==> config.mk <==
export PLATFORM = sky130hd
export DESIGN_NAME = sprite_anim_sched
export DESIGN_NICKNAME = d
export VERILOG_FILES = /design/src/rtl/sprite_pkg.sv /design/src/rtl/anim_channel.sv /design/src/rtl/sprite_anim_sched.sv
export SDC_FILE = /design/constraint.sdc
export NUM_CORES = 1
export LEC_CHECK = 0
export CAP_MARGIN = 25
export CORE_AREA = 2 2 69 71
export DETAILED_ROUTE_END_ITERATION = 10
export DIE_AREA = 0 0 71 73
export PLACE_DENSITY = 0.69
export SYNTH_ARGS = -nofsm -noshare
export SYNTH_HDL_FRONTEND = slang
export SYNTH_SLANG_ARGS = --single-unit
==> constraint.sdc <==
create_clock -name clk -period 2.2 [get_ports clk]
set_input_delay 0.44 -clock clk [delete_from_list [all_inputs] [get_ports clk]]
set_output_delay 0.44 -clock clk [all_outputs]
set_load 0.03 [all_outputs]
==> src/rtl/sprite_pkg.sv <==
// ---------------------------------------------------------------------------
// sprite_pkg
// Shared definitions for the sprite animation scheduler:
//   - player mode encodings (IDLE / RUN_R)
//   - default frame counts and per-frame hold lengths (in animation ticks)
//   - 12-bit transparent colour keys used by the sprite ROM mux
//   - a helper that tells whether a requested mode code is legal
// ---------------------------------------------------------------------------
package sprite_pkg;

  typedef enum logic [1:0] {
    MODE_IDLE  = 2'd0,
    MODE_RUN_R = 2'd1
  } ply_mode_t;

  localparam int DEF_TICK_DIV      = 6_000_000;
  localparam int DEF_PLY_IDLE_FRMS = 4;
  localparam int DEF_PLY_RUN_FRMS  = 8;
  localparam int DEF_SLM_FRMS      = 14;
  localparam int DEF_PLY_IDLE_HOLD = 4;
  localparam int DEF_PLY_RUN_HOLD  = 2;
  localparam int DEF_SLM_HOLD      = 2;

  // RGB444 colour treated as "see-through" by the layer mixer
  localparam logic [11:0] PLY_TRANSP_KEY = 12'hF0F;
  localparam logic [11:0] SLM_TRANSP_KEY = 12'h0F0;

  // Codes 2 and 3 are reserved; only IDLE and RUN_R are real modes
  function automatic logic is_legal_mode(input logic [1:0] code);
    return (code == MODE_IDLE) || (code == MODE_RUN_R);
  endfunction

endpackage

==> src/rtl/anim_channel.sv <==
// ---------------------------------------------------------------------------
// anim_channel
// One animation channel: a hold counter that counts animation ticks and a
// frame index that steps once every (hold_last+1) ticks, wrapping after
// frm_last. Limits are run-time inputs so one channel can serve sprites
// whose frame count / hold length depend on a mode.
// Ports:
//   clk        in  1  system clock
//   rst        in  1  synchronous, active-high reset
//   adv        in  1  advance by one animation tick
//   clr        in  1  restart at frame 0 with an empty hold counter
//   frm_last   in  4  last frame index (frame count - 1)
//   hold_last  in  3  last hold count (ticks per frame - 1)
//   frame      out 4  current frame index
// ---------------------------------------------------------------------------
module anim_channel (
  input  logic       clk,
  input  logic       rst,
  input  logic       adv,
  input  logic       clr,
  input  logic [3:0] frm_last,
  input  logic [2:0] hold_last,
  output logic [3:0] frame
);

  logic [2:0] hold_cnt;

  // clr wins over adv so a mode change always restarts cleanly at frame 0.
  // The >= compares keep the channel in range even if limits shrink.
  always_ff @(posedge clk) begin
    if (rst || clr) begin
      hold_cnt <= 3'd0;
      frame    <= 4'd0;
    end else if (adv) begin
      if (hold_cnt >= hold_last) begin
        hold_cnt <= 3'd0;
        frame    <= (frame >= frm_last) ? 4'd0 : frame + 4'd1;
      end else begin
        hold_cnt <= hold_cnt + 3'd1;
      end
    end
  end

endmodule

==> src/rtl/sprite_anim_sched.sv <==
// ---------------------------------------------------------------------------
// sprite_anim_sched
// Sequences sprite animation frame selects for the VGA layer mixer: the
// player (idle / run-right) and the slime (idle loop). Frame selects only
// change at the start of vsync so no frame changes mid-image. Player mode
// requests arrive over valid/ready and are applied at the next vsync.
// Optional feature: define SPRITE_ANIM_FREEZE_EN to add the freeze input,
// which holds all frames at boundaries while still applying mode changes.
// Ports:
//   clk            in  1  system clock
//   rst            in  1  synchronous, active-high reset
//   freeze         in  1  hold frames (only with SPRITE_ANIM_FREEZE_EN)
//   vs             in  1  VGA vsync, active low, synchronous to clk
//   mode_req       in  2  requested player mode (0=IDLE, 1=RUN_R)
//   mode_req_valid in  1  request valid
//   mode_req_ready out 1  request accepted when valid & ready
//   ply_mode       out 2  applied player mode
//   ply_frame      out 4  player frame index
//   slm_frame      out 4  slime frame index
//   frame_strobe   out 1  pulse on the cycle the outputs update
//   mode_err       out 1  pulse after an illegal mode code is accepted
// ---------------------------------------------------------------------------
module sprite_anim_sched
  import sprite_pkg::*;
#(
  parameter int TICK_DIV      = DEF_TICK_DIV,
  parameter int PLY_IDLE_FRMS = DEF_PLY_IDLE_FRMS,
  parameter int PLY_RUN_FRMS  = DEF_PLY_RUN_FRMS,
  parameter int SLM_FRMS      = DEF_SLM_FRMS,
  parameter int PLY_IDLE_HOLD = DEF_PLY_IDLE_HOLD,
  parameter int PLY_RUN_HOLD  = DEF_PLY_RUN_HOLD,
  parameter int SLM_HOLD      = DEF_SLM_HOLD
) (
  input  logic       clk,
  input  logic       rst,
`ifdef SPRITE_ANIM_FREEZE_EN
  input  logic       freeze,
`endif
  input  logic       vs,
  input  logic [1:0] mode_req,
  input  logic       mode_req_valid,
  output logic       mode_req_ready,
  output logic [1:0] ply_mode,
  output logic [3:0] ply_frame,
  output logic [3:0] slm_frame,
  output logic       frame_strobe,
  output logic       mode_err
);

  localparam int TICK_W = (TICK_DIV > 1) ? $clog2(TICK_DIV) : 1;

  logic              freeze_i;
  logic [TICK_W-1:0] tick_cnt;
  logic              tick_tc;
  logic              tick_pend;
  logic              vs_q;
  logic              boundary;
  logic              adv;
  logic              accept;
  logic              pend_valid;
  ply_mode_t         pend_mode;
  ply_mode_t         state_q;
  ply_mode_t         state_d;
  logic              mode_chg;
  logic [3:0]        ply_frm_last;
  logic [2:0]        ply_hold_last;

`ifdef SPRITE_ANIM_FREEZE_EN
  assign freeze_i = freeze;
`else
  assign freeze_i = 1'b0;
`endif

  assign tick_tc  = (tick_cnt == TICK_W'(TICK_DIV - 1));
  assign boundary = vs_q & ~vs;
  // A terminal tick landing on the boundary cycle is consumed right here
  // rather than left pending for the next frame.
  assign adv      = boundary & (tick_pend | tick_tc) & ~freeze_i;
  assign accept   = mode_req_valid & mode_req_ready;

  assign mode_req_ready = ~pend_valid;
  assign ply_mode       = state_q;

  // Free-running animation tick divider
  always_ff @(posedge clk) begin
    if (rst || tick_tc) tick_cnt <= '0;
    else                tick_cnt <= tick_cnt + TICK_W'(1);
  end

  // Ticks collapse into a single pending flag consumed at each boundary.
  // vs_q resets low so a low vs right after reset is not seen as an edge.
  always_ff @(posedge clk) begin
    if (rst) begin
      tick_pend    <= 1'b0;
      vs_q         <= 1'b0;
      frame_strobe <= 1'b0;
    end else begin
      vs_q         <= vs;
      frame_strobe <= boundary;
      if (boundary || freeze_i) tick_pend <= 1'b0;
      else if (tick_tc)         tick_pend <= 1'b1;
    end
  end

  // Single-entry request holder. Since ready is ~pend_valid, an accept
  // never coincides with a held request, so a request taken on a boundary
  // cycle simply waits for the following boundary.
  always_ff @(posedge clk) begin
    if (rst) begin
      pend_valid <= 1'b0;
      pend_mode  <= MODE_IDLE;
      mode_err   <= 1'b0;
    end else begin
      mode_err <= accept & ~is_legal_mode(mode_req);
      if (accept && is_legal_mode(mode_req)) begin
        pend_valid <= 1'b1;
        pend_mode  <= ply_mode_t'(mode_req);
      end else if (boundary) begin
        pend_valid <= 1'b0;
      end
    end
  end

  // Player mode state register
  always_ff @(posedge clk) begin
    if (rst) state_q <= MODE_IDLE;
    else     state_q <= state_d;
  end

  // Player mode next-state: a held request for a different mode switches
  // at the boundary; a same-mode request is just discarded.
  always_comb begin
    state_d  = state_q;
    mode_chg = 1'b0;
    if (boundary && pend_valid && (pend_mode != state_q)) begin
      state_d  = pend_mode;
      mode_chg = 1'b1;
    end
  end

  assign ply_frm_last  = (state_q == MODE_RUN_R) ? 4'(PLY_RUN_FRMS - 1)
                                                 : 4'(PLY_IDLE_FRMS - 1);
  assign ply_hold_last = (state_q == MODE_RUN_R) ? 3'(PLY_RUN_HOLD - 1)
                                                 : 3'(PLY_IDLE_HOLD - 1);

  anim_channel u_ply_chan (
    .clk       (clk),
    .rst       (rst),
    .adv       (adv & ~mode_chg),
    .clr       (mode_chg),
    .frm_last  (ply_frm_last),
    .hold_last (ply_hold_last),
    .frame     (ply_frame)
  );

  anim_channel u_slm_chan (
    .clk       (clk),
    .rst       (rst),
    .adv       (adv),
    .clr       (1'b0),
    .frm_last  (4'(SLM_FRMS - 1)),
    .hold_last (3'(SLM_HOLD - 1)),
    .frame     (slm_frame)
  );

endmodule

==> run summary <==
Hold Path Class - reg -> reg
Slew Viols, Final - 0
Worst Hold End - tick_cnt[0]
Core Area - 4540 sq um
EDFF count, synth - 0
first-pass GRT wire length - 6690 um
Fin Setup TNS - 0 ns
Async SR Flop Fraction - 0
FP Rows - 25
Pwr Density - 568 nW/um^2
maximum buffer depth of the clock tree - 2
DRC Markers - 0
post-layout util - 0.563
Critical Path AT - 2.26 ns
status - finished, final reports clean
Crit. Startpoint - tick_cnt[0]
met3 Usage GRT - 0.0497
Critical Path Fanout Max - 8
Ys Warns - 0
worst slew pin tran - 0.543 ns
max frequency - 496 MHz
Post-DP HPWL - 2760 um
Worst-Skew Late Latency - 0.31 ns
root buf cell - clkbuf_8
largest net degree at the start of global routing - 24
Routed WL - 3870 um
routability cong. - 0.785
drt wl/cell - 12.1 um
Die W - 71 um
Worst Path Class, Setup - reg -> reg
most used routing layer - met2
clk_skew - 0.00744 ns
final setup vio count - 0
IO Count - 19
ys flop type - dfxtp_1
FF+latch count, synth - 46
final hold vios - 0
Max Cap Viol - 0
sequential fraction of the synthesis area - 0.428
cell count after synthesis - 237
Crit Reg-Reg Startpoint - tick_cnt[0]
worst hold start - tick_cnt[0]
GRT Util Overall - 0.162
Non-Filler Instances - 321
Area Growth Syn to Fin - 18.9%
syn_nets - 253
relative slew slack - 0.637
post-route minimum period - 2.02 ns
Reg clk slew, reported paths - 0.08 ns
synthesized cell area - 2150 sq um
Placed Cells - 312
leakage power - 0.957 nW
DRT iter0 DRCs - 56
Initial Util - 0.474
period utilization - 0.916
crit start category - register
Vias/cell - 5.27
Peak VDD IR - 0.367 mV
Global Route met2 Usage - 0.268
remaining antenna violation count - 0
hold depth - 1
synthesized area per cell - 9.07 sq um
Pre-antenna DRT Iters - 4
antenna violations before repair - 0
nets - 282
Via Count - 1691
cts bufs inserted - 5
r2r endpoint - u_slm_chan.frame[0]
Antenna Cells - 0
layout cells sized above 1 - 0.101
RSZ-0062 raised after global routing - false
hold slack - 0.472 ns
CTS tree - built
r2r setup slk - 0.18 ns
CTS sink count - 46
Die Area - 5180 sq um
vias in the first global route - 1571
I/O Buffers - 18
M1 GR Usage - 0.197
Unique masters post-synth - 45
H-tree depth - 2
Critical Path RT - 2.44 ns
endpoint class of the critical path - register
Die Ht - 73 um
filler cell count - 423
worst-case reg-to-reg path depth - 7
Overflow after GRT - 0
## cell families after synthesis
group / share of synthesized area
XOR/XNOR: 0.0896
flip-flops: 0.428
adder cells (fa/ha/maj): 0.0582
buffers and inverters: 0.0326
AND/OR/NAND/NOR: 0.278
multiplexers: 0.0186
AO/OA/AOI/OAI: 0.0949
## state kept, by name (all words and copies together) (netlist names)
signal,count
pend_mode,2
u_ply_chan.hold_cnt,3
u_slm_chan.frame,4
mode_err,1
u_ply_chan.frame,4
ply_mode,2
pend_valid,1
u_slm_chan.hold_cnt,3
tick_pend,1
tick_cnt,23
vs_q,1
frame_strobe,1
## power breakdown
group,internal [mW],switching [mW]
combinational,0.0291,0.0324
sequential,0.841,0.00842
clock,0.254,0.287
total,1.12,0.327
## synth_stat cells (2+ instances only)
cell type | instances | area, sq um
nand4b_1 | 2 | 17.5
buf_2 | 5 | 25.0
or4_1 | 4 | 30.0
mux2i_1 | 4 | 40.0
nand3_1 | 15 | 75.1
ha_1 | 10 | 125
nand4_1 | 8 | 50.1
and2_1 | 2 | 12.5
nand2_1 | 11 | 41.3
a21oi_1 | 6 | 30.0
o31ai_1 | 2 | 15.0
or3_1 | 2 | 12.5
clkbuf_1 | 3 | 11.3
or2_2 | 2 | 12.5
xnor2_1 | 6 | 52.6
dfxtp_1 | 46 | 921
a211oi_1 | 2 | 15.0
nor3b_1 | 3 | 22.5
inv_1 | 8 | 30.0
and3_1 | 5 | 31.3
nand4bb_1 | 2 | 22.5
a21boi_0 | 3 | 22.5
nor2_1 | 35 | 131
o211ai_1 | 2 | 15.0
nand2b_1 | 2 | 12.5
o21ai_0 | 7 | 35.0
xor2_1 | 16 | 140
nor2b_1 | 3 | 18.8
nor3_1 | 4 | 20.0
and4_1 | 2 | 17.5
## routing by layer
metal  part of all wire  up-vias
met5                  0        -
met4              0.011        0
met3              0.037        5
met2               0.46       29
met1               0.49      765
li1                   -      892
## worst max-delay path by stage
stage / cells after the start / slack [ns] / end
after CTS: 7 / 0.11 / u_ply_chan.frame[2]
after global placement: 7 / 0.05 / u_ply_chan.frame[2]
after detailed placement: 7 / 0.006 / u_ply_chan.frame[2]
final: 7 / 0.18 / u_slm_chan.frame[0]
after global routing: 7 / 0.03 / u_ply_chan.frame[2]
after floorplan: 6 / 0.29 / u_ply_chan.frame[3]
## what timing repair did
action / 4_1_cts / 5_1_grt
hold endpoints to repair: 0 / 0
resized for setup: 0 / 1
setup endpoints to repair: 0 / 4
setup buffers: 0 / 1
hold buffers: 0 / 0
## cell usage in the layout (no fill, tap or decap), types with 7 or more instances in the layout
cell type	netlist	layout
xor2_1	16	16
nand2_1	11	11
nor2_1	35	35
dfxtp_1	46	46
inv_1	8	8
clkdlybuf4s50_1	0	18
nand3_1	15	15
o21ai_0	7	7
ha_1	10	10
buf_4	0	13
nand4_1	8	8
## final cells by class
type / instances / area [sq um] / area share
Multi-Input combinational cell: 174 / 1170 / 0.457
Sequential cell: 46 / 921 / 0.360
Timing Repair Buffer: 31 / 278 / 0.109
Clock buffer: 7 / 86.3 / 0.0338
Tap cell: 54 / 67.6 / 0.0264
Inverter: 8 / 30.0 / 0.0118
Clock inverter: 1 / 5.00 / 0.00196
## worst max-delay path, cell delays in order (launching register included)
cell,delay [ns]
dfxtp_1,0.38
ha_1,0.21
nand3_1,0.14
nor4_4,0.33
a22oi_2,0.18
buf_4,0.19
or4_1,0.39
a21oi_1,0.13
## through the flow
| stage | area, sq um | worst slack, ns | power [mW] |
|---|---|---|---|
| floorplan | 2150 | 0.294 | 0.905 |
| global placement | 2450 | 0.0462 | 0.931 |
| detailed placement | 2450 | 0.00600 | 0.932 |
| CTS | 2540 | 0.114 | 1.47 |
| global route | 2550 | 0.0306 | 1.51 |
| finish | 2550 | 0.184 | 1.45 |
(Power assumes the default switching activity.)
